$ cat src/rtl/counter4_ctrl.sv
// counter4_ctrl: command-driven 4-bit prescaled counter with pause, abort, one-shot and auto-reload modes
module counter4_ctrl #(
    parameter int PRESC_W = 4
) (
    input  logic               clk,
    input  logic               reset,
    input  logic               cmd_valid,
    output logic               cmd_ready,
    input  logic [1:0]         cmd_op,
    input  logic [3:0]         cmd_limit,
    input  logic               cmd_reload,
    input  logic [PRESC_W-1:0] cmd_presc,
    output logic [3:0]         count,
    output logic               busy,
    output logic               tc_pulse,
    output logic               done
);

    typedef enum logic [1:0] {IDLE, RUN, PAUSED, DONE} state_e;

    localparam logic [1:0] OP_START = 2'b01;
    localparam logic [1:0] OP_PAUSE = 2'b10;
    localparam logic [1:0] OP_ABORT = 2'b11;

    state_e             state_q, state_d;
    logic [3:0]         count_q, count_d;
    logic [PRESC_W-1:0] psc_q, psc_d;
    logic [3:0]         limit_q, limit_d;
    logic               reload_q, reload_d;
    logic [PRESC_W-1:0] presc_q, presc_d;
    logic               tc_q, tc_d;
    logic               busy_q, done_q, ready_q;
    logic               accept, tick;

    // ready is low only in DONE, so accepted commands never land in DONE
    assign accept = cmd_valid && ready_q;
    assign tick   = (state_q == RUN) && (psc_q == presc_q);

    // next-state: a START/ABORT/PAUSE command pre-empts any tick in the same cycle; NOP lets the tick through
    always_comb begin
        state_d  = state_q;
        count_d  = count_q;
        psc_d    = psc_q;
        limit_d  = limit_q;
        reload_d = reload_q;
        presc_d  = presc_q;
        tc_d     = 1'b0;
        if (accept && cmd_op == OP_START) begin
            limit_d  = cmd_limit;
            reload_d = cmd_reload;
            presc_d  = cmd_presc;
            count_d  = 4'd0;
            psc_d    = '0;
            state_d  = RUN;
        end else if (accept && cmd_op == OP_ABORT) begin
            count_d  = 4'd0;
            psc_d    = '0;
            state_d  = IDLE;
        end else if (accept && cmd_op == OP_PAUSE && state_q == RUN) begin
            state_d  = PAUSED;
        end else if (accept && cmd_op == OP_PAUSE && state_q == PAUSED) begin
            state_d  = RUN;
        end else if (state_q == DONE) begin
            state_d  = IDLE;
        end else if (state_q == RUN) begin
            psc_d = tick ? '0 : psc_q + 1'b1;
            if (tick && count_q != limit_q) begin
                count_d = count_q + 4'd1;
            end else if (tick) begin
                tc_d    = 1'b1;
                count_d = reload_q ? 4'd0 : count_q;
                state_d = reload_q ? RUN : DONE;
            end
        end
    end

    // state and registered outputs, cleared asynchronously by reset
    always_ff @(posedge clk or negedge reset) begin
        if (!reset) begin
            state_q  <= IDLE;
            count_q  <= 4'd0;
            psc_q    <= '0;
            limit_q  <= 4'd0;
            reload_q <= 1'b0;
            presc_q  <= '0;
            tc_q     <= 1'b0;
            busy_q   <= 1'b0;
            done_q   <= 1'b0;
            ready_q  <= 1'b1;
        end else begin
            state_q  <= state_d;
            count_q  <= count_d;
            psc_q    <= psc_d;
            limit_q  <= limit_d;
            reload_q <= reload_d;
            presc_q  <= presc_d;
            tc_q     <= tc_d;
            busy_q   <= (state_d == RUN) || (state_d == PAUSED);
            done_q   <= (state_d == DONE);
            ready_q  <= (state_d != DONE);
        end
    end

    assign count     = count_q;
    assign busy      = busy_q;
    assign tc_pulse  = tc_q;
    assign done      = done_q;
    assign cmd_ready = ready_q;

endmodule

$ cat config.mk
export PLATFORM = sky130hd
export DESIGN_NAME = counter4_ctrl
export DESIGN_NICKNAME = d
export VERILOG_FILES = /design/src/rtl/counter4_ctrl.sv
export SDC_FILE = /design/constraint.sdc
export NUM_CORES = 1
export LEC_CHECK = 0
export BUFFER_PORTS_ARGS = -buffer_cell sky130_fd_sc_hd__buf_2
export CAP_MARGIN = 10
export CORE_UTILIZATION = 48
export DETAILED_ROUTE_END_ITERATION = 8
export HOLD_SLACK_MARGIN = 0.06
export PLACE_DENSITY_LB_ADDON = 0.1
export RECOVER_POWER = 50
export REMOVE_ABC_BUFFERS = 1
export SLEW_MARGIN = 20
export SYNTH_ARGS = -nofsm -noshare
export SYNTH_HDL_FRONTEND = slang
export SYNTH_SLANG_ARGS = --single-unit
$ cat constraint.sdc
create_clock -name clk -period 1.7 [get_ports clk]
set_input_delay 0.34 -clock clk [delete_from_list [all_inputs] [get_ports clk]]
set_output_delay 0.34 -clock clk [all_outputs]
set_load 0.05 [all_outputs]
Yosys cells after proc, flatten, opt, wreduce, memory -nomap -nowiden:

Index checks and enable logic that the tools add are counted.

* register bits: 23
* bits of input ports: 14
* output and inout bits: 8
* logic and storage cells: 74

* $add $sub $neg: 2
* eq/ne operators: 15
* multiplexer cells: 33
* reductions and logical operators: 14

Operator list (number)
* $mux 4: 16
* $mux 2: 9
* $eq 2x2->1 const B: 6
* $ne 3x3->1 const B: 3
* $add 4x1->4 const B: 2
* $logic_and 1x1->1: 8
* $mux 1: 8
* $reduce_bool 4->1: 2
* $eq 2x1->1 const B: 3
* $reduce_and 6->1: 1
* $eq 4x4->1: 1
* $ne 4x4->1: 1
* $reduce_and 4->1: 1
* $reduce_bool 3->1: 1
* $ne 2x2->1 const B: 1
* $logic_or 1x1->1: 1

Depth between registers and ports, before layout:

* depth after elaboration: 12
* gate-level depth with buffers: 7
* gate-level depth less buffers: 7

Least setup slack after synthesis:

Ideal clock, no wire load.

* kind: flip-flop to flip-flop
* from: register ready_q, in the netlist cmd_ready
* to: register busy_q, in the netlist busy
* library setup time: 126 ps
* arrival time: 1789 ps
* data required time: 1574 ps
* setup slack: -215 ps
* cell stages (with the launch flop): 6
* path buffers: 1
* clock period less this slack: 1915 ps
* cells stage by stage: dfstp_2 and4b_1 buf_6 mux2_2 o21ai_0 ha_1

* longest elaborated chain between the ends: 9
* elaborated cells between the ends (all ways): 13
* those cells by class: eq/ne (2); mux (4); reduce/logical (7)

Ends and longest elaborated chain
* start: declaration: RTL line 32 `logic busy_q, done_q, ready_q;`
* start signal: assignment: RTL line 100 `ready_q <= (state_d != DONE);`
* $logic_and 1x1->1 *: RTL line 36 `assign accept = cmd_valid && ready_q;`
* $logic_and 1x1->1: RTL line 59, 61
* $logic_and 1x1->1: RTL line 61 `end else if (accept && cmd_op == OP_PAUSE && state_q == PAUSED) begin`
* $mux 2: RTL line 61
* $mux 2: RTL line 59 `end else if (accept && cmd_op == OP_PAUSE && state_q == RUN) begin`
* $mux 2: RTL line 55 `end else if (accept && cmd_op == OP_ABORT) begin`
* $mux 2 *: RTL line 48 `if (accept && cmd_op == OP_START) begin`
* via state_d[0]: RTL line 25 `state_e state_q, state_d;`
* $eq 2x1->1 or $eq 2x2->1 (tied branches): RTL line 98 `busy_q <= (state_d == RUN) || (state_d == PAUSED);`
* $logic_or 1x1->1 *: RTL line 98
* end signal: assignment: RTL line 98
* end: declaration: RTL line 32

Mark *: on every way through the listed nets, which the timed path passes. The rest lies on a longest branch.
A chain may end at the register's enable or synchronous reset.

Final worst setup path:

Same ends and word-level chain as after synthesis.

==> impl_metrics.py <==
metrics = {
    "place": {
        "detailed_place_hpwl_um": 1653,
        "post-place-ws_ns": -0.01987,
        "place_congestion": 0.7884,
        "numPortBuffers": 21,
    },
    "floorplan": {
        "die_height_um": 50.84,
        "fp.dieArea_mm2": 0.002584,
        "dieWidth_um": 50.84,
        "pin_count": 22,
        "design.core.area_mm2": 0.002233,
        "row_count": 17,
        "initial_utilization_pct": 51.26,
    },
    "route": {
        "detailedRoute.firstIterationViolations": 24,
        "drtAntennaViolNets": 0,
        "route.detailed.drc": 0,
        "wirelength_um": 2285,
        "detail_route.first_pass.iterations": 4,
        "via_count": 896,
        "vias_per_cell": 5.271,
        "wl_per_cell_um": 13.44,
    },
    "sta": {
        "final_critical_period_ns": 1.654,
        "finalMaxSlewViolations": 0,
        "relSlewSlack_pct": 60.71,
        "setup_repair_after_global_routing_missed_its_margin": "true",
        "finalCritPeriodShare_pct": 97.32,
        "final_hold_violation_count": 0,
        "worst_clock_skew_ns": 0.001926,
        "setup-violations-final": 0,
        "clock.fmax_mhz": 604.4,
        "post-route-worst-setup-slack_ns": 0.04550,
        "worst_slew_pin_slew_ns": 0.5919,
    },
    "power": {
        "power_after_layout_w": 0.001361,
        "power.ir.vdd_worst_uv": 543.4,
        "power_leakage_nw": 0.6894,
        "powerDensity_mw_per_mm2": 941.1,
    },
    "worst_hold_path": {
        "worstHoldStart": "cmd_limit[2]",
        "worstHoldEndpoint": "limit_q[2]",
        "worstHoldPathCells": 2,
        "min-delay-path-class": "in2reg",
    },
    "final_layout": {
        "layout-area-overhead-vs-synth_pct": 26.34,
        "drive_above_1_share_pct": 39.44,
        "design.final.nets": 160,
        "diode_insertion_count_for_antenna_repair": 0,
    },
    "job": {
        "drv_cap": 0,
    },
    "global_routing": {
        "grt_start_max_net_pins": 24,
        "grt_overflow": 0,
        "grt_antenna_before_repair": 0,
        "gr-usage-all-layers_pct": 19.54,
        "grt_pass1_wl_um": 3622,
        "grt_pass1_vias": 835,
    },
    "cts": {
        "cts.root.buffer_cell": "sky130_fd_sc_hd__clkbuf_4",
        "clkTransAtPathRegs_ns": 0.12,
        "cts_inserted_buffers": 3,
        "tritoncts_clock_tree": "done",
        "clock_latency_ns": 0.31,
        "cts_num_sinks": 23,
        "cts.path.max_buffers": 2,
        "cts.htree.levels": 1,
    },
    "yosys": {
        "ys_seq_elements": 23,
        "syn-instance-count": 103,
        "synthArstFlopShare_pct": 100.0,
        "synth.distinct_cells": 35,
        "synth-warning-count": 0,
        "postSynth.topFlopCell": "sky130_fd_sc_hd__dfrtp_1",
        "mean_instance_size_in_the_synthesized_netlist_um2": 11.12,
        "post_synthesis_sequential_area_ratio_pct": 50.38,
        "netlist_area_mm2": 0.001145,
        "count_of_flip_flops_with_a_built_in_enable_after_synthesis": 0,
    },
    "setup_path": {
        "critical_path_buf_inv_count": 0,
        "setup.worst_path.end_class": "flip-flop",
        "cp.depth": 4,
        "r2r_cells": 4,
        "cp_slowest_cell": "sky130_fd_sc_hd__dfstp_2",
        "worst_ep_arrival_time_ns": 1.86,
        "worst-endpoint-required_ns": 1.91,
        "path_max_fanout": 2,
        "crit-reg2reg-capture": "busy",
        "crit_path_largest_cell_delay_ns": 0.55,
        "crit_path_start_kind": "flip-flop",
        "regToRegStartpoint": "cmd_ready",
        "timing.reg2reg.setup_slack_ns": 0.05,
        "worstSetupPathType": "reg2reg",
        "crit_chain": "and4b_1, mux2_2, o21ai_1, ha_1",
        "critPathTopFamily": "flip-flops",
    },
    "outcome": {
        "status": "finished clean",
    },
}
-- synthesized netlist by cell type, drive strengths merged (2+ instances only) --
master / number / area, um^2
a21oi: 2 / 10.01
a31oi: 4 / 25.02
buf: 3 / 21.27
clkbuf: 2 / 7.510
dfrtp: 22 / 550.5
ha: 3 / 37.54
inv: 2 / 7.510
mux2: 11 / 123.9
nand2: 5 / 18.77
nand2b: 3 / 18.77
nand3: 6 / 30.03
nor2: 9 / 36.29
nor3: 3 / 15.01
o211ai: 2 / 15.01
o21ai: 3 / 15.01
xnor2: 4 / 35.03
xor2: 4 / 35.03
-- per-stage QoR --
step                util, %  area, um^2   TNS, ns  instances  hold slack (ns)
detailed placement    62.52        1396  -0.03614        164           0.3393
CTS                   64.15        1433         0        169           0.2403
finish                64.76        1446         0        170           0.2460
global placement      62.52        1396         0        164           0.3368
global route          64.76        1446  -0.05516        170           0.2386
floorplan                 -        1116    -1.198         98          0.04441
-- state kept, by name, indices dropped and copies added, names as in the netlist --
signal     count
cmd_ready      1
psc_q          4
count          4
busy           1
reload_q       1
done           1
tc_pulse       1
limit_q        4
presc_q        4
state_q        2
-- repair_timing --
item / 4_1_cts / 5_1_grt
endpoints found under the hold margin: 22 / 0
pin swaps: 0 / 2
endpoints found under the setup margin: 1 / 4
buffers inserted: 0 / 1
hold buffers: 1 / 0
gates resized for setup: 1 / 3
-- kinds of logic after synthesis --
logic type	synth area share, %
DFF	50.38
adders and majority gates	3.279
and+or+nand+nor	16.61
xor gates and xnor gates	6.120
AOI/OAI and AO/OA	8.743
buffers and inverters	3.170
muxes	11.69
-- cell type report --
| cell class | instances | area (um^2) |
|---|---|---|
| clock buffer | 4 | 26.28 |
| sequential | 23 | 576.8 |
| fill | 193 | 787.0 |
| tap | 28 | 35.03 |
| multi-input combinational | 73 | 536.8 |
| timing repair buffer | 40 | 264.0 |
| inverter | 2 | 7.507 |
-- power by group --
group | total [W] | switching [W] | internal [W]
Combinational | 0.000421 | 0.000206 | 0.000215
Clock | 0.000255 | 0.000163 | 0.0000918
Sequential | 0.000685 | 0.0000566 | 0.000629
Total | 0.00136 | 0.000425 | 0.000936
-- worst max-delay path by stage --
stage | start | to
floorplan | cmd_ready | busy
detailed placement | cmd_valid | count[0]
global placement | cmd_ready | busy
CTS | psc_q[3] | busy
finish | cmd_ready | busy
global route | psc_q[3] | busy
-- layer usage --
metal / GRT usage (%) / wire [um]
met1: 24.18 / 1042
met3: 3.571 / 104
met4: 9.722 / 29
met2: 32.67 / 1108
met5: 0 / 0
-- cell usage in the layout, fill, tap and decap left out, types with 3 or more instances in the layout --
cell type,count
sky130_fd_sc_hd__nand2_1,5
sky130_fd_sc_hd__a31oi_1,4
sky130_fd_sc_hd__buf_4,16
sky130_fd_sc_hd__xor2_1,4
sky130_fd_sc_hd__nor2_1,7
sky130_fd_sc_hd__ha_1,3
sky130_fd_sc_hd__nor3_1,3
sky130_fd_sc_hd__mux2_2,11
sky130_fd_sc_hd__dfrtp_1,22
sky130_fd_sc_hd__buf_2,18
sky130_fd_sc_hd__clkbuf_4,3
sky130_fd_sc_hd__clkbuf_1,3
sky130_fd_sc_hd__xnor2_1,4
sky130_fd_sc_hd__nand3_1,6
(Power assumes the default switching activity.)
